### config.mk
export PLATFORM = sky130hd
export DESIGN_NAME = sid_voice_mixer_tdm
export DESIGN_NICKNAME = d
export VERILOG_FILES = /design/src/rtl/sid_mix_pkg.sv /design/src/rtl/sid_mac_lane.sv /design/src/rtl/sid_voice_mixer_tdm.sv
export SDC_FILE = /design/constraint.sdc
export NUM_CORES = 1
export LEC_CHECK = 0
export CORE_MARGIN = 1.5
export CORE_UTILIZATION = 63
export DETAILED_ROUTE_END_ITERATION = 8
export MAX_ROUTING_LAYER = met4
export PLACE_DENSITY_LB_ADDON = 0.25
export SYNTH_ARGS = -nofsm -noshare
export SYNTH_HDL_FRONTEND = slang
export SYNTH_SLANG_ARGS = --single-unit
### constraint.sdc
create_clock -name i_clk -period 12.8 [get_ports i_clk]
set_input_delay 1.92 -clock i_clk [delete_from_list [all_inputs] [get_ports i_clk]]
set_output_delay 1.92 -clock i_clk [all_outputs]
set_load 0.005 [all_outputs]
### src/rtl/sid_mix_pkg.sv
// Shared definitions for the SID voice mixer.
//   - mix_state_t : scan sequencer state encoding
//   - acc_width   : accumulator width so that NUM_VOICES full-scale voices can never wrap
//   - scale_shift : right shift that brings voice*envelope back to OUT_W
//   - sat_to      : saturate a wide signed value to a signed width w
package sid_mix_pkg;

  typedef enum logic [2:0] {
    S_IDLE  = 3'd0,
    S_MAC   = 3'd1,
    S_DRAIN = 3'd2,
    S_MIX   = 3'd3,
    S_VOL   = 3'd4,
    S_DONE  = 3'd5
  } mix_state_t;

  localparam int VOL_W = 4;
  localparam int SAT_W = 64;

  function automatic int acc_width(input int out_w, input int n);
    return out_w + $clog2(n) + 1;
  endfunction

  function automatic int scale_shift(input int voice_w, input int env_w, input int out_w);
    return voice_w + env_w - out_w;
  endfunction

  function automatic logic signed [SAT_W-1:0] sat_to(input logic signed [SAT_W-1:0] x,
                                                      input int w);
    logic signed [SAT_W-1:0] hi;
    logic signed [SAT_W-1:0] lo;
    hi = (64'sd1 <<< (w - 1)) - 64'sd1;
    lo = -hi - 64'sd1;
    if (x > hi)      return hi;
    else if (x < lo) return lo;
    else             return x;
  endfunction

endpackage

### src/rtl/sid_mac_lane.sv
// Registered signed x unsigned multiplier, one cycle of latency.
// Shared by the voice scan (voice * envelope) and the master-volume step
// (clip * volume). Shape matches a single DSP multiplier tile.
// Ports:
//   i_clk : clock
//   i_en  : product register enable
//   i_a   : signed multiplicand (two's complement)
//   i_b   : unsigned multiplier
//   o_p   : registered signed product, A_W+B_W+1 bits
module sid_mac_lane
  import sid_mix_pkg::*;
#(
  parameter int A_W = 16,
  parameter int B_W = 8
) (
  input  logic             i_clk,
  input  logic             i_en,
  input  logic [A_W-1:0]   i_a,
  input  logic [B_W-1:0]   i_b,
  output logic [A_W+B_W:0] o_p
);

  logic signed [A_W-1:0]   w_a;
  logic signed [B_W:0]     w_b;
  logic signed [A_W+B_W:0] r_p_p1;

  assign w_a = i_a;
  // Zero-extend so the unsigned operand stays positive in a signed multiply.
  assign w_b = {1'b0, i_b};

  // ---- stage p1: product register ----
  always_ff @(posedge i_clk) begin
    if (i_en) r_p_p1 <= w_a * w_b;
  end

  assign o_p = r_p_p1;

endmodule

### src/rtl/sid_voice_mixer_tdm.sv
// N-voice SID output stage built around one time-multiplexed multiply lane.
// On each sample strobe the voice/envelope/control inputs are snapshotted,
// every voice is scaled by its envelope and steered to the filter or bypass
// accumulator, the bypass sum is mixed with the enabled filter returns,
// clipped, and scaled by master volume.
// Ports:
//   i_clk, i_rst           : clock, synchronous active-high reset
//   i_start                : sample strobe; starts one scan when idle
//   i_voice / i_env        : packed per-voice oscillator (offset binary) and envelope
//   i_filt / i_mute        : per-voice filter routing and bypass mute
//   i_mode                 : [0] LP, [1] BP, [2] HP return enable
//   i_volume               : master volume 0..15
//   i_filt_lp/bp/hp        : signed filter returns, read live during MIX
//   o_pre_filter, o_output : registered signed filter input and final sample
//   o_valid                : one-cycle pulse when outputs update
//   o_busy                 : scan in progress
//   o_overrun              : sticky, strobe arrived while busy
module sid_voice_mixer_tdm
  import sid_mix_pkg::*;
#(
  parameter int NUM_VOICES = 3,
  parameter int VOICE_W    = 12,
  parameter int ENV_W      = 8,
  parameter int OUT_W      = 16,
  parameter int HEADROOM   = 3
) (
  input  logic                          i_clk,
  input  logic                          i_rst,
  input  logic                          i_start,
  input  logic [NUM_VOICES*VOICE_W-1:0] i_voice,
  input  logic [NUM_VOICES*ENV_W-1:0]   i_env,
  input  logic [NUM_VOICES-1:0]         i_filt,
  input  logic [NUM_VOICES-1:0]         i_mute,
  input  logic [2:0]                    i_mode,
  input  logic [3:0]                    i_volume,
  input  logic [OUT_W-1:0]              i_filt_lp,
  input  logic [OUT_W-1:0]              i_filt_bp,
  input  logic [OUT_W-1:0]              i_filt_hp,
  output logic [OUT_W-1:0]              o_pre_filter,
  output logic [OUT_W-1:0]              o_output,
  output logic                          o_valid,
  output logic                          o_busy,
  output logic                          o_overrun
);

  localparam int ACC_W = acc_width(OUT_W, NUM_VOICES);
  localparam int SHIFT = scale_shift(VOICE_W, ENV_W, OUT_W);
  localparam int A_W   = (VOICE_W > OUT_W) ? VOICE_W : OUT_W;
  localparam int B_W   = (ENV_W > VOL_W) ? ENV_W : VOL_W;
  localparam int P_W   = A_W + B_W + 1;
  localparam int IDX_W = (NUM_VOICES > 1) ? $clog2(NUM_VOICES) : 1;
  localparam logic [IDX_W-1:0] LAST_IDX = IDX_W'(NUM_VOICES - 1);

  mix_state_t r_state, w_next;

  logic [VOICE_W-1:0]    r_voice [NUM_VOICES];
  logic [ENV_W-1:0]      r_env   [NUM_VOICES];
  logic [NUM_VOICES-1:0] r_filt, r_mute;
  logic [2:0]            r_mode;
  logic [3:0]            r_volume;
  logic [IDX_W-1:0]      r_idx;

  logic                     vld_p1, r_to_filt_p1, r_to_byp_p1;
  logic signed [ACC_W-1:0]  r_acc_filt, r_acc_byp;
  logic signed [OUT_W-1:0]  r_clip_p2, r_pre_p2;
  logic signed [OUT_W-1:0]  r_out, r_pre;
  logic                     r_valid, r_overrun;

  logic                     w_snap, w_issue;
  logic [A_W-1:0]           w_mul_a;
  logic [B_W-1:0]           w_mul_b;
  logic [P_W-1:0]           w_lane_p;
  logic signed [P_W-1:0]    w_prod;
  logic [VOICE_W-1:0]       w_cur;
  logic signed [VOICE_W-1:0] w_vs;
  logic signed [ACC_W-1:0]  w_amp;
  logic signed [OUT_W-1:0]  w_vol_out;
  logic signed [OUT_W-1:0]  w_byp_sat, w_filt_sat;
  logic signed [OUT_W-1:0]  w_lp, w_bp, w_hp;
  logic signed [OUT_W+1:0]  w_post;
  logic signed [OUT_W-1:0]  w_clip;

  // Offset binary -> two's complement: flip the MSB.
  assign w_cur = r_voice[r_idx];
  assign w_vs  = {~w_cur[VOICE_W-1], w_cur[VOICE_W-2:0]};

  sid_mac_lane #(
    .A_W (A_W),
    .B_W (B_W)
  ) u_lane (
    .i_clk (i_clk),
    .i_en  (1'b1),
    .i_a   (w_mul_a),
    .i_b   (w_mul_b),
    .o_p   (w_lane_p)
  );

  assign w_prod    = w_lane_p;
  // Magnitude of the scaled voice is below 2^(OUT_W-1-HEADROOM), so the
  // narrowing cast never drops significant bits.
  assign w_amp     = ACC_W'(w_prod >>> (SHIFT + HEADROOM));
  // |clip * volume / 16| < 2^(OUT_W-1): fits OUT_W; >>> floors toward -inf.
  assign w_vol_out = OUT_W'(w_prod >>> VOL_W);

  assign w_byp_sat  = OUT_W'(sat_to(SAT_W'(r_acc_byp), OUT_W));
  assign w_filt_sat = OUT_W'(sat_to(SAT_W'(r_acc_filt), OUT_W));
  assign w_lp       = r_mode[0] ? i_filt_lp : '0;
  assign w_bp       = r_mode[1] ? i_filt_bp : '0;
  assign w_hp       = r_mode[2] ? i_filt_hp : '0;
  // Four OUT_W terms cannot overflow OUT_W+2 bits.
  assign w_post     = (OUT_W+2)'(w_byp_sat) + (OUT_W+2)'(w_lp)
                    + (OUT_W+2)'(w_bp) + (OUT_W+2)'(w_hp);
  assign w_clip     = OUT_W'(sat_to(SAT_W'(w_post), OUT_W));

  // ---- state register ----
  always_ff @(posedge i_clk) begin
    if (i_rst) r_state <= S_IDLE;
    else       r_state <= w_next;
  end

  // ---- next state ----
  always_comb begin
    w_next = r_state;
    unique case (r_state)
      S_IDLE:  if (i_start) w_next = S_MAC;
      S_MAC:   if (r_idx == LAST_IDX) w_next = S_DRAIN;
      S_DRAIN: w_next = S_MIX;
      S_MIX:   w_next = S_VOL;
      S_VOL:   w_next = S_DONE;
      S_DONE:  w_next = S_IDLE;
      default: w_next = S_IDLE;
    endcase
  end

  // ---- state outputs: lane operand select and enables ----
  always_comb begin
    w_snap  = 1'b0;
    w_issue = 1'b0;
    w_mul_a = '0;
    w_mul_b = '0;
    unique case (r_state)
      S_IDLE: w_snap = i_start;
      S_MAC: begin
        w_issue = 1'b1;
        w_mul_a = A_W'(w_vs);
        w_mul_b = B_W'(r_env[r_idx]);
      end
      S_VOL: begin
        w_mul_a = A_W'(r_clip_p2);
        w_mul_b = B_W'(r_volume);
      end
      default: ;
    endcase
  end

  // ---- snapshot and data pipeline (no reset needed) ----
  always_ff @(posedge i_clk) begin
    if (w_snap) begin
      for (int i = 0; i < NUM_VOICES; i++) begin
        r_voice[i] <= i_voice[i*VOICE_W +: VOICE_W];
        r_env[i]   <= i_env[i*ENV_W +: ENV_W];
      end
      r_filt   <= i_filt;
      r_mute   <= i_mute;
      r_mode   <= i_mode;
      r_volume <= i_volume;
    end
    // ---- stage p1: route flags travel with the lane product ----
    r_to_filt_p1 <= r_filt[r_idx];
    r_to_byp_p1  <= ~r_filt[r_idx] & ~r_mute[r_idx];
    // ---- stage p2: mix result held for the volume step ----
    if (r_state == S_MIX) begin
      r_clip_p2 <= w_clip;
      r_pre_p2  <= w_filt_sat;
    end
  end

  // ---- control, accumulators and output registers ----
  always_ff @(posedge i_clk) begin
    if (i_rst) begin
      r_idx      <= '0;
      vld_p1     <= 1'b0;
      r_acc_filt <= '0;
      r_acc_byp  <= '0;
      r_out      <= '0;
      r_pre      <= '0;
      r_valid    <= 1'b0;
      r_overrun  <= 1'b0;
    end else begin
      r_valid <= 1'b0;
      vld_p1  <= w_issue;
      if (i_start && (r_state != S_IDLE)) r_overrun <= 1'b1;
      if (w_snap) begin
        r_idx      <= '0;
        r_acc_filt <= '0;
        r_acc_byp  <= '0;
      end
      if (r_state == S_MAC) r_idx <= (r_idx == LAST_IDX) ? '0 : r_idx + 1'b1;
      if (vld_p1) begin
        if (r_to_filt_p1) r_acc_filt <= r_acc_filt + w_amp;
        if (r_to_byp_p1)  r_acc_byp  <= r_acc_byp + w_amp;
      end
      if (r_state == S_DONE) begin
        r_out   <= w_vol_out;
        r_pre   <= r_pre_p2;
        r_valid <= 1'b1;
      end
    end
  end

  assign o_output     = r_out;
  assign o_pre_filter = r_pre;
  assign o_valid      = r_valid;
  assign o_busy       = (r_state != S_IDLE);
  assign o_overrun    = r_overrun;

endmodule

==> results.cfg, run 1 <==
[timing]
tightest_slew_ns = 1.17
finalHoldViolCount = 0
setup_tns_ns = 0
skew_ns = 0.0112
period_needed_ns = 6.96
slew_headroom_pct = 21.8
rsz0062_at_grt = false
fmax_mhz = 144
slew_violations = 0
setup_violations = 0
holdWs_ns = 0.453
period_share_pct = 54.4

[yosys]
syn-instance-count = 1644
syn_area_mm2 = 0.0154
ys_ff_latch = 208
yosys_most_used_dff = edfxtp_1
post-synth-top-area-cell = edfxtp_1
synth_warnings = 0
synth.avg_cell_area_um2 = 9.39
synth_top_area_share_pct = 20.4
synth_cell_type_count = 65
seq_area_frac_synth_pct = 33.8
synthesis.nets = 2005
async_flop_share_pct = 0
synth_area_leaders = edfxtp_1, fa_1, dfxtp_1
synth-edff-count = 105

[detailed_routing]
wl_um = 36100
vias = 12000
wl_per_cell_um = 17.1
drt-vias-per-instance = 5.66
drt_first_iter_violations = 943
drt-pass1-iter-count = 5
drcViolationCount = 0
drtAntennaViolNets = 0

[hold_path]
hold_depth = 2
hold_path_end = o_output[9]
min_from = o_output[9]
hold_class = reg2reg

[die]
rows = 57
initial_utilization_pct = 63.9
die-area_mm2 = 0.0255
die_x_um = 160
die_y_um = 160
core_region_area_mm2 = 0.0242
pin_count = 159

[global_routing]
grt_antenna_before_repair = 0
gr-total-overflow = 0
grt_pass1_vias = 11700
gr-usage-all-layers_pct = 29.6
grt_max_degree = 75
grt_pass1_wl_um = 58200

[clocking]
cts_made_buffers = 22
post_cts_buffers = 0
clk_pin_slew_ns = 0.07
root_buffer = clkbuf_16
clock_latency_ns = 0.51
cts_buffer_depth = 3
cts_resized = 0
cts_tree = yes
clkSinkCount = 208
cts_max_level = 1
cts_hold_buffers = 0

[setup_path]
start_kind = flip-flop
rrSetupSlack_ns = 5.84
crit_path_end_kind = flip-flop
crit_chain = mux2i_1 > nor2_1 > a21oi_1 > o21ai_1 > nand2_1 > fa_1 > inv_1 > fa_1 > ha_1 > inv_1 > fa_1 > inv_1 > ha_1 > nor2b_1 > o21ai_0 > a21boi_0 > o311a_1 > o21ai_0 > a21oi_1 > or4_1 > nand4_1
critPathBufInv = 3
crit_fanout = 20
reg2reg_depth = 21
path_class = reg2reg
path_delay_family = compound AO/OA/AOI/OAI gates
worstPathRequired_ns = 13.24
crit_path_max_incr_delay_ns = 1.10
arrival_ns = 7.41
slowest_stage = dfxtp_1
timing.rr.end = u_lane.o_p[22]

[pwr]
p_sw_mw = 0.600
ir_worst_vdd_uv = 132
power_frac_seq_pct = 40.7
swShare_pct = 31.0
internal_power_mw = 1.34
leakage_nw = 7.97
power_mw = 1.94
combinationalPowerShare_pct = 25.7
p_clk_share_pct = 33.6
pwr_density_cell_mw_per_mm2 = 107

[layout]
drive_above_1_share_pct = 3.74
final_cell_count_no_fill = 2117
layout.nets = 2138
area_growth_pct = 16.8
nFillCells = 1717
antenna-diode-count = 0

[run]
drv_cap = 0

[place]
dp.cells = 2077
port_buffers = 158
dp_hpwl_um = 28200
gp_congestion = 0.968

[run_status]
status = finished, final reports clean
==> worst reg2reg max path: stages, from the launching register on <==
cell      delay (ns)
dfxtp_1         1.10
mux2i_1         0.21
nor2_1          0.13
a21oi_1         0.06
o21ai_1         0.92
nand2_1         0.20
fa_1            0.59
inv_1           0.05
fa_1            0.46
ha_1            0.29
inv_1           0.05
fa_1            0.52
inv_1           0.04
ha_1            0.33
nor2b_1         0.15
o21ai_0         0.21
a21boi_0        0.19
o311a_1         0.37
o21ai_0         0.27
a21oi_1         0.20
or4_1           0.45
nand4_1         0.09
==> state kept, by name, indices dropped and copies added, names as in the netlist, 4 cells and up, named ones only <==
signal        count
r_acc_byp        19
r_clip_p2        16
r_volume          4
o_output         16
r_acc_filt       19
r_pre_p2         16
r_env            24
r_voice          36
u_lane.o_p       21
o_pre_filter     16
==> cells in the final DEF (no fill, tap or decap), types with 72 or more instances in the layout <==
cell	count
nor2_1	133
o21ai_0	72
inv_1	227
edfxtp_1	105
clkdlybuf4s50_1	157
fa_1	137
a21oi_1	108
nand2_1	187
ha_1	100
dfxtp_1	103
==> layout make-up <==
type	count	area [um2]	share of cell area [%]
multi-input cells	1148	9150	50.7
flip-flops and latches	208	5220	28.9
repair buffers	169	1660	9.20
inverters	228	856	4.75
clock buffers	26	607	3.36
well taps	324	405	2.25
clock inverters	14	146	0.812
==> cells in the mapped netlist (3+ instances only) <==
| cell type | n |
|---|---|
| a21o_1 | 39 |
| a211o_1 | 4 |
| o21ai_0 | 72 |
| or2_2 | 5 |
| xnor2_1 | 40 |
| or3_1 | 9 |
| nand2_1 | 187 |
| a31oi_1 | 14 |
| fa_1 | 137 |
| o22ai_1 | 3 |
| a22o_1 | 15 |
| dfxtp_1 | 103 |
| nand3_1 | 28 |
| a21boi_0 | 5 |
| a311oi_1 | 3 |
| clkbuf_1 | 52 |
| xor2_1 | 17 |
| o211ai_1 | 5 |
| a211oi_1 | 8 |
| nor2_1 | 133 |
| and2_1 | 37 |
| o21a_1 | 24 |
| nand2b_1 | 16 |
| nor3b_1 | 3 |
| o21bai_1 | 7 |
| nor2b_1 | 19 |
| nor3_1 | 20 |
| inv_1 | 228 |
| or4_1 | 3 |
| a22oi_1 | 12 |
| ha_1 | 100 |
| edfxtp_1 | 105 |
| buf_1 | 4 |
| o311ai_0 | 3 |
| and3_1 | 4 |
| nor4_1 | 4 |
| mux2i_1 | 23 |
| nand4_1 | 7 |
| buf_2 | 3 |
| a21oi_1 | 108 |
==> power groups by stage <==
stage                     clock network, mW  registers, mW  logic (mW)
final                                 0.650          0.790       0.498
after floorplan                           0          0.777       0.361
after detailed placement                  0          0.803       0.492
after global routing                  0.686          0.791       0.556
after CTS                             0.658          0.789       0.496
after global placement                    0          0.802       0.476
==> worst max path at each step <==
stage                           to  cells past startpoint       start  slack (ns)
floorplan           u_lane.o_p[23]                     23  r_state[2]        6.96
global placement    u_lane.o_p[22]                     21   flip-flop        6.06
detailed placement  u_lane.o_p[22]                     21   flip-flop        5.93
CTS                 u_lane.o_p[22]                     21   flip-flop        5.86
global route        u_lane.o_p[22]                     21   flip-flop        5.28
finish              u_lane.o_p[22]                     21   flip-flop        5.84
==> per-layer routing <==
layer / track usage [%] / wire length (um) / up-vias
li1: - / - / 5765
met1: 39.0 / 15500 / 5686
met2: 48.5 / 17200 / 461
met3: 3.59 / 2430 / 66
met4: 8.15 / 944 / 0
met5: - / 0 / -
==> cell families after synthesis <==
logic type	share of synthesized area, %
simple gates	14.0
compound gates	14.3
buf+inv	7.07
fa+ha+maj	25.9
flops	33.8
xor+xnor	3.34
mux	1.64
==> stage by stage <==
stage	setup WS (ns)	area, um2	util, %
after floorplan	6.96	15400	-
after global placement	6.06	17300	71.5
after detailed placement	5.93	17300	71.5
after CTS	5.86	18000	74.6
after global routing	5.28	18000	74.6
final	5.84	18000	74.6
Power figures use the tool's default switching activity.
==> inputs of run 2 (changes only) <==
--- a/config.mk
+++ b/config.mk
@@ -6,7 +6,7 @@
 export NUM_CORES = 1
 export LEC_CHECK = 0
 export CORE_MARGIN = 1.5
-export CORE_UTILIZATION = 63
+export CORE_UTILIZATION = 53
 export DETAILED_ROUTE_END_ITERATION = 8
 export MAX_ROUTING_LAYER = met4
 export PLACE_DENSITY_LB_ADDON = 0.25
==> constraint.sdc (replaced) <==
create_clock -name i_clk -period 5.75 [get_ports i_clk]
set_input_delay 0.8625 -clock i_clk [delete_from_list [all_inputs] [get_ports i_clk]]
set_output_delay 0.8625 -clock i_clk [all_outputs]
set_load 0.005 [all_outputs]
==> results.cfg, run 2 (synthesis gave the netlist of run 1 again) <==
[pwr]
power_mw = 4.56
ir_worst_vdd_uv = 207
pwr_density_cell_mw_per_mm2 = 245
leakage_nw = 8.20

[place]
post-place-ws_ns = -0.0553
dp_hpwl_um = 28600
port_buffers = 158
gp_congestion = 0.920
dpl-instance-area_mm2 = 0.0176

[run]
drv_cap = 0

[detailed_routing]
drcViolationCount = 0
wl_um = 36600
drt-vias-per-instance = 5.43
drt_first_iter_violations = 787
vias = 12000
drtAntennaViolNets = 0
wl_per_cell_um = 16.6
drt-pass1-iter-count = 5

[setup_path]
start_kind = flip-flop
reg2reg_from = r_state[1]
slowest_stage = fa_1
crit_path_end_kind = flip-flop
cpMostUsedCell = fa_1
crit_path_max_incr_delay_ns = 0.52
crit_chain = buf_4 > nor3b_2 > buf_12 > nand2_1 > o21ai_4 > buf_4 > buf_4 > nand2b_1 > fa_1 > inv_1 > fa_1 > inv_1 > fa_1 > inv_1 > fa_1 > ha_1 > or2_2 > o31a_1 > nand3_1 > a21oi_1 > or2_2 > a311oi_2 > xnor2_1
path_delay_family = adder cells
critPathBufInv = 7
reg2reg_depth = 23
arrival_ns = 5.97
crit_fanout = 30
path_class = reg2reg
rrSetupSlack_ns = 0.21
worstPathRequired_ns = 6.18
timing.rr.end = u_lane.o_p[23]

[clocking]
clock_latency_ns = 0.52
cts_buffer_depth = 3
cts_made_buffers = 23
clkSinkCount = 208
cts_max_level = 1
clk_pin_slew_ns = 0.06
root_buffer = clkbuf_16
cts_tree = yes
cts_hold_buffers = 0

[layout]
final_common_cell = inv_1
regMostFlops = r_voice
nFillCells = 2311
drive_above_1_share_pct = 6.63
area_growth_pct = 20.5
antenna-diode-count = 0
final_cell_mix = inv_1, nand2_1, clkdlybuf4s50_1, fa_1, nor2_1
fin_area_mm2 = 0.0186
largest_register_ffs = 36
layout.nets = 2168

[global_routing]
grt_pass1_wl_um = 59300
gr-usage-all-layers_pct = 25.1
grt_max_degree = 75
grt_pass1_vias = 11900
grt_antenna_before_repair = 0
gr-total-overflow = 0

[die]
core_region_area_mm2 = 0.0287
die-area_mm2 = 0.0302
die_y_um = 174
initial_utilization_pct = 53.8
die_x_um = 174
rows = 62
pin_count = 159

[timing]
holdWs_ns = 0.456
finalHoldViolCount = 0
slew_violations = 0
tightest_slew_ns = 1.09
slew_headroom_pct = 27.1
period_share_pct = 96.4
setup_violations = 0
worst_slack_ns = 0.206
skew_ns = 0.0192
period_needed_ns = 5.54
rsz0062_at_grt = false
fmax_mhz = 180

[hold_path]
hold_class = reg2reg
min_from = o_pre_filter[11]
hold_path_end = o_pre_filter[11]
hold_depth = 2

[run_status]
status = finished, final reports clean
-- run 2: cell type report --
type                    instances  area (um2)  area share, %
inverters                     228         856           4.60
flip-flops and latches        208        5220           28.0
clock buffers                  28         614           3.30
well taps                     384         480           2.58
multi-input cells            1148        9250           49.7
repair buffers                198        1930           10.4
clock inverters                14         258           1.39
-- run 2: worst max path at each step --
stage	cells after the start	startpoint	end	slack, ns
final	23	r_state[1]	u_lane.o_p[23]	0.21
after detailed placement	21	r_state[0]	u_lane.o_p[22]	-0.06
after global placement	22	r_state[0]	u_lane.o_p[22]	0.12
after CTS	20	flip-flop	u_lane.o_p[22]	0.01
after global routing	23	r_state[1]	u_lane.o_p[14]	0.003
after floorplan	23	r_state[0]	u_lane.o_p[22]	0.03
-- run 2: per-layer routing --
layer | routed length, um | vias up | GRT usage, %
li1 | - | 5821 | -
met4 | 1330 | 0 | 9.12
met1 | 15900 | 5703 | 32.4
met3 | 2180 | 80 | 3.16
met2 | 17200 | 390 | 40.8
met5 | 0 | - | -
-- run 2: power breakdown --
part / switching (mW) / internal (mW)
logic: 0.654 / 0.481
registers: 0.0823 / 1.67
clock network: 0.596 / 1.08
total: 1.33 / 3.23
-- run 2: what timing repair did --
item,4_1_cts,5_1_grt
gates resized for setup,2,31
pin swaps,0,1
setup buffers,0,5
cloned,0,2
hold endpoints to repair,0,0
setup endpoints to repair,2,9
-- run 2: worst reg2reg max path, stage by stage, from the launching register on --
cell and delay, ns:
dfxtp_1 0.33, buf_4 0.17, nor3b_2 0.23, buf_12 0.23, nand2_1 0.14, o21ai_4 0.09, buf_4 0.19, buf_4 0.12
nand2b_1 0.07, fa_1 0.48, inv_1 0.05, fa_1 0.49, inv_1 0.05, fa_1 0.47, inv_1 0.05, fa_1 0.52
ha_1 0.36, or2_2 0.30, o31a_1 0.13, nand3_1 0.12, a21oi_1 0.10, or2_2 0.31, a311oi_2 0.30, xnor2_1 0.15
-- run 2: per-stage QoR --
stage / TNS, ns / std cells / utilization (%)
final: 0 / 2208 / 64.8
after global routing: 0 / 2208 / 64.8
after CTS: 0 / 2201 / 64.3
after detailed placement: -0.0885 / 2159 / 61.2
after global placement: 0 / 2159 / 61.2
after floorplan: 0 / 1644 / -
==> inputs of run 3 (changes only) <==
==> constraint.sdc (replaced) <==
create_clock -name i_clk -period 5.75 [get_ports i_clk]
set_input_delay 1.725 -clock i_clk [delete_from_list [all_inputs] [get_ports i_clk]]
set_output_delay 1.725 -clock i_clk [all_outputs]
set_load 0.005 [all_outputs]
==> results.cfg, run 3 (synthesis gave the netlist of run 1 again) <==
[die]
pin_count = 159
die-area_mm2 = 0.0302
die_x_um = 174
die_y_um = 174
core_region_area_mm2 = 0.0287
initial_utilization_pct = 53.8
rows = 62

[layout]
final_cell_mix = inv_1, nand2_1, clkdlybuf4s50_1, fa_1, nor2_1
largest_register_ffs = 36
regMostFlops = r_voice
antenna-diode-count = 0
area.sequential_mm2 = 0.00522
nFillCells = 2304
drive_above_1_share_pct = 7.67
area_growth_pct = 20.9
final_common_cell = inv_1
multiInputGateArea_mm2 = 0.00924
layout.nets = 2195

[timing]
slew_violations = 0
setup_violations = 0
holdWs_ns = 0.439
rsz0062_at_grt = true
tightest_slew_ns = 1.06
slew_headroom_pct = 29.4
finalHoldViolCount = 0
fmax_mhz = 180
period_needed_ns = 5.55
period_share_pct = 96.5
skew_ns = 0.0235

[detailed_routing]
routed.top_layer = met4
drt_first_iter_violations = 872
drt-vias-per-instance = 5.36
wl_per_cell_um = 16.0
wl_met2_um = 17000
wl_um = 35800
vias = 12000
drcViolationCount = 0
wl_met1_um = 16000
drtAntennaViolNets = 0
wl_met3_um = 1740
drt-pass1-iter-count = 5

[hold_path]
hold_class = reg2reg
hold_depth = 1

[setup_path]
cpMostUsedCell = fa_1
crit_path_end_kind = flip-flop
slowest_stage = fa_1
reg2reg_depth = 22
path_class = in2reg
crit_chain = clkdlybuf4s50_1 > and2_1 > fa_1 > inv_1 > fa_1 > inv_1 > ha_1 > fa_1 > a211o_1 > o211ai_1 > a2111oi_1 > or4_1 > o221ai_2 > xnor2_2 > a21oi_2 > buf_4 > o21ai_0
arrival_ns = 5.80
crit_fanout = 6
start_kind = input pin
worstPathRequired_ns = 6.00
crit_path_max_incr_delay_ns = 0.55

[pwr]
pwr_density_cell_mw_per_mm2 = 236
leakage_nw = 8.26
ir_worst_vdd_uv = 212
power_mw = 4.40

[place]
dp_hpwl_um = 28300
port_buffers = 158
gp_congestion = 0.914

[global_routing]
gr-usage-all-layers_pct = 24.6
grt_max_degree = 59
grt_antenna_before_repair = 0
grt_pass1_wl_um = 57900
gr-total-overflow = 0
grt_pass1_vias = 11600

[clocking]
clk_pin_slew_ns = 0.07
cts_max_level = 1
cts_tree = yes
clock_latency_ns = 0.53
cts_made_buffers = 23
clkSinkCount = 208
root_buffer = clkbuf_16
cts_hold_buffers = 0
cts_buffer_depth = 3

[run]
drv_cap = 0

[run_status]
status = finished, final reports clean
-- run 3: cell count changes in the layout (fill, tap and decap cells not counted), moves of 3 or more --
| cell | previous run | this run |
|---|---|---|
| buf_4 | 33 | 60 |
| inv_6 | 2 | 5 |
| bufinv_16 | 7 | 2 |
| o21ai_1 | 2 | 7 |
-- run 3: critical path, delay by kind of cell --
family,cells,cell delay (ns)
XOR/XNOR,1,0.12
AND/OR/NAND/NOR,2,0.69
adder cells (fa/ha/maj),4,1.68
AO/OA/AOI/OAI,6,0.93
buffers and inverters,4,0.65
-- run 3: repair_timing --
action                                  CTS  global route
endpoints found under the setup margin    0             8
setup buffers                             0             7
gates resized for setup                   0            28
-- run 3: report_power, final --
group,switching [mW],internal [mW]
sequential,0.0844,1.67
clock,0.620,0.840
combinational,0.660,0.529
-- run 3: metrics by stage --
step / instances / TNS (ns) / util, % / area (um2) / setup slack, ns
2_1_floorplan: 1644 / 0 / - / 15400 / 0.0268
3_3_place_gp: 2185 / -3.46 / 61.9 / 17800 / -0.240
3_5_place_dp: 2185 / -4.64 / 61.9 / 17800 / -0.322
4_1_cts: 2227 / 0 / 64.5 / 18500 / 0.0533
5_1_grt: 2235 / -0.0640 / 65.1 / 18700 / -0.0326
6_report: 2235 / 0 / 65.1 / 18700 / 0.199
-- run 3: layout make-up --
| class | count | area share [%] |
|---|---|---|
| flip-flops and latches | 208 | 27.9 |
| multi-input cells | 1148 | 49.4 |
| repair buffers | 225 | 11.4 |
| clock inverters | 17 | 0.924 |
| well taps | 384 | 2.57 |
| clock buffers | 25 | 3.12 |
| inverters | 228 | 4.58 |
-- run 3: layer usage --
layer	track usage, %	vias up
li1	-	5865
met1	32.2	5715
met2	40.6	336
met3	2.59	65
met4	7.47	0
met5	-	-
-- run 3: path summary, 6_finish.rpt --
check	start	end	slack, ns
max	i_filt_lp[1]	r_clip_p2[9]	0.20
min	r_mute[2]	r_to_byp_p1	0.44
max reg2reg	flip-flop	u_lane.o_p[23]	0.26
min reg2reg	r_mute[2]	r_to_byp_p1	0.44
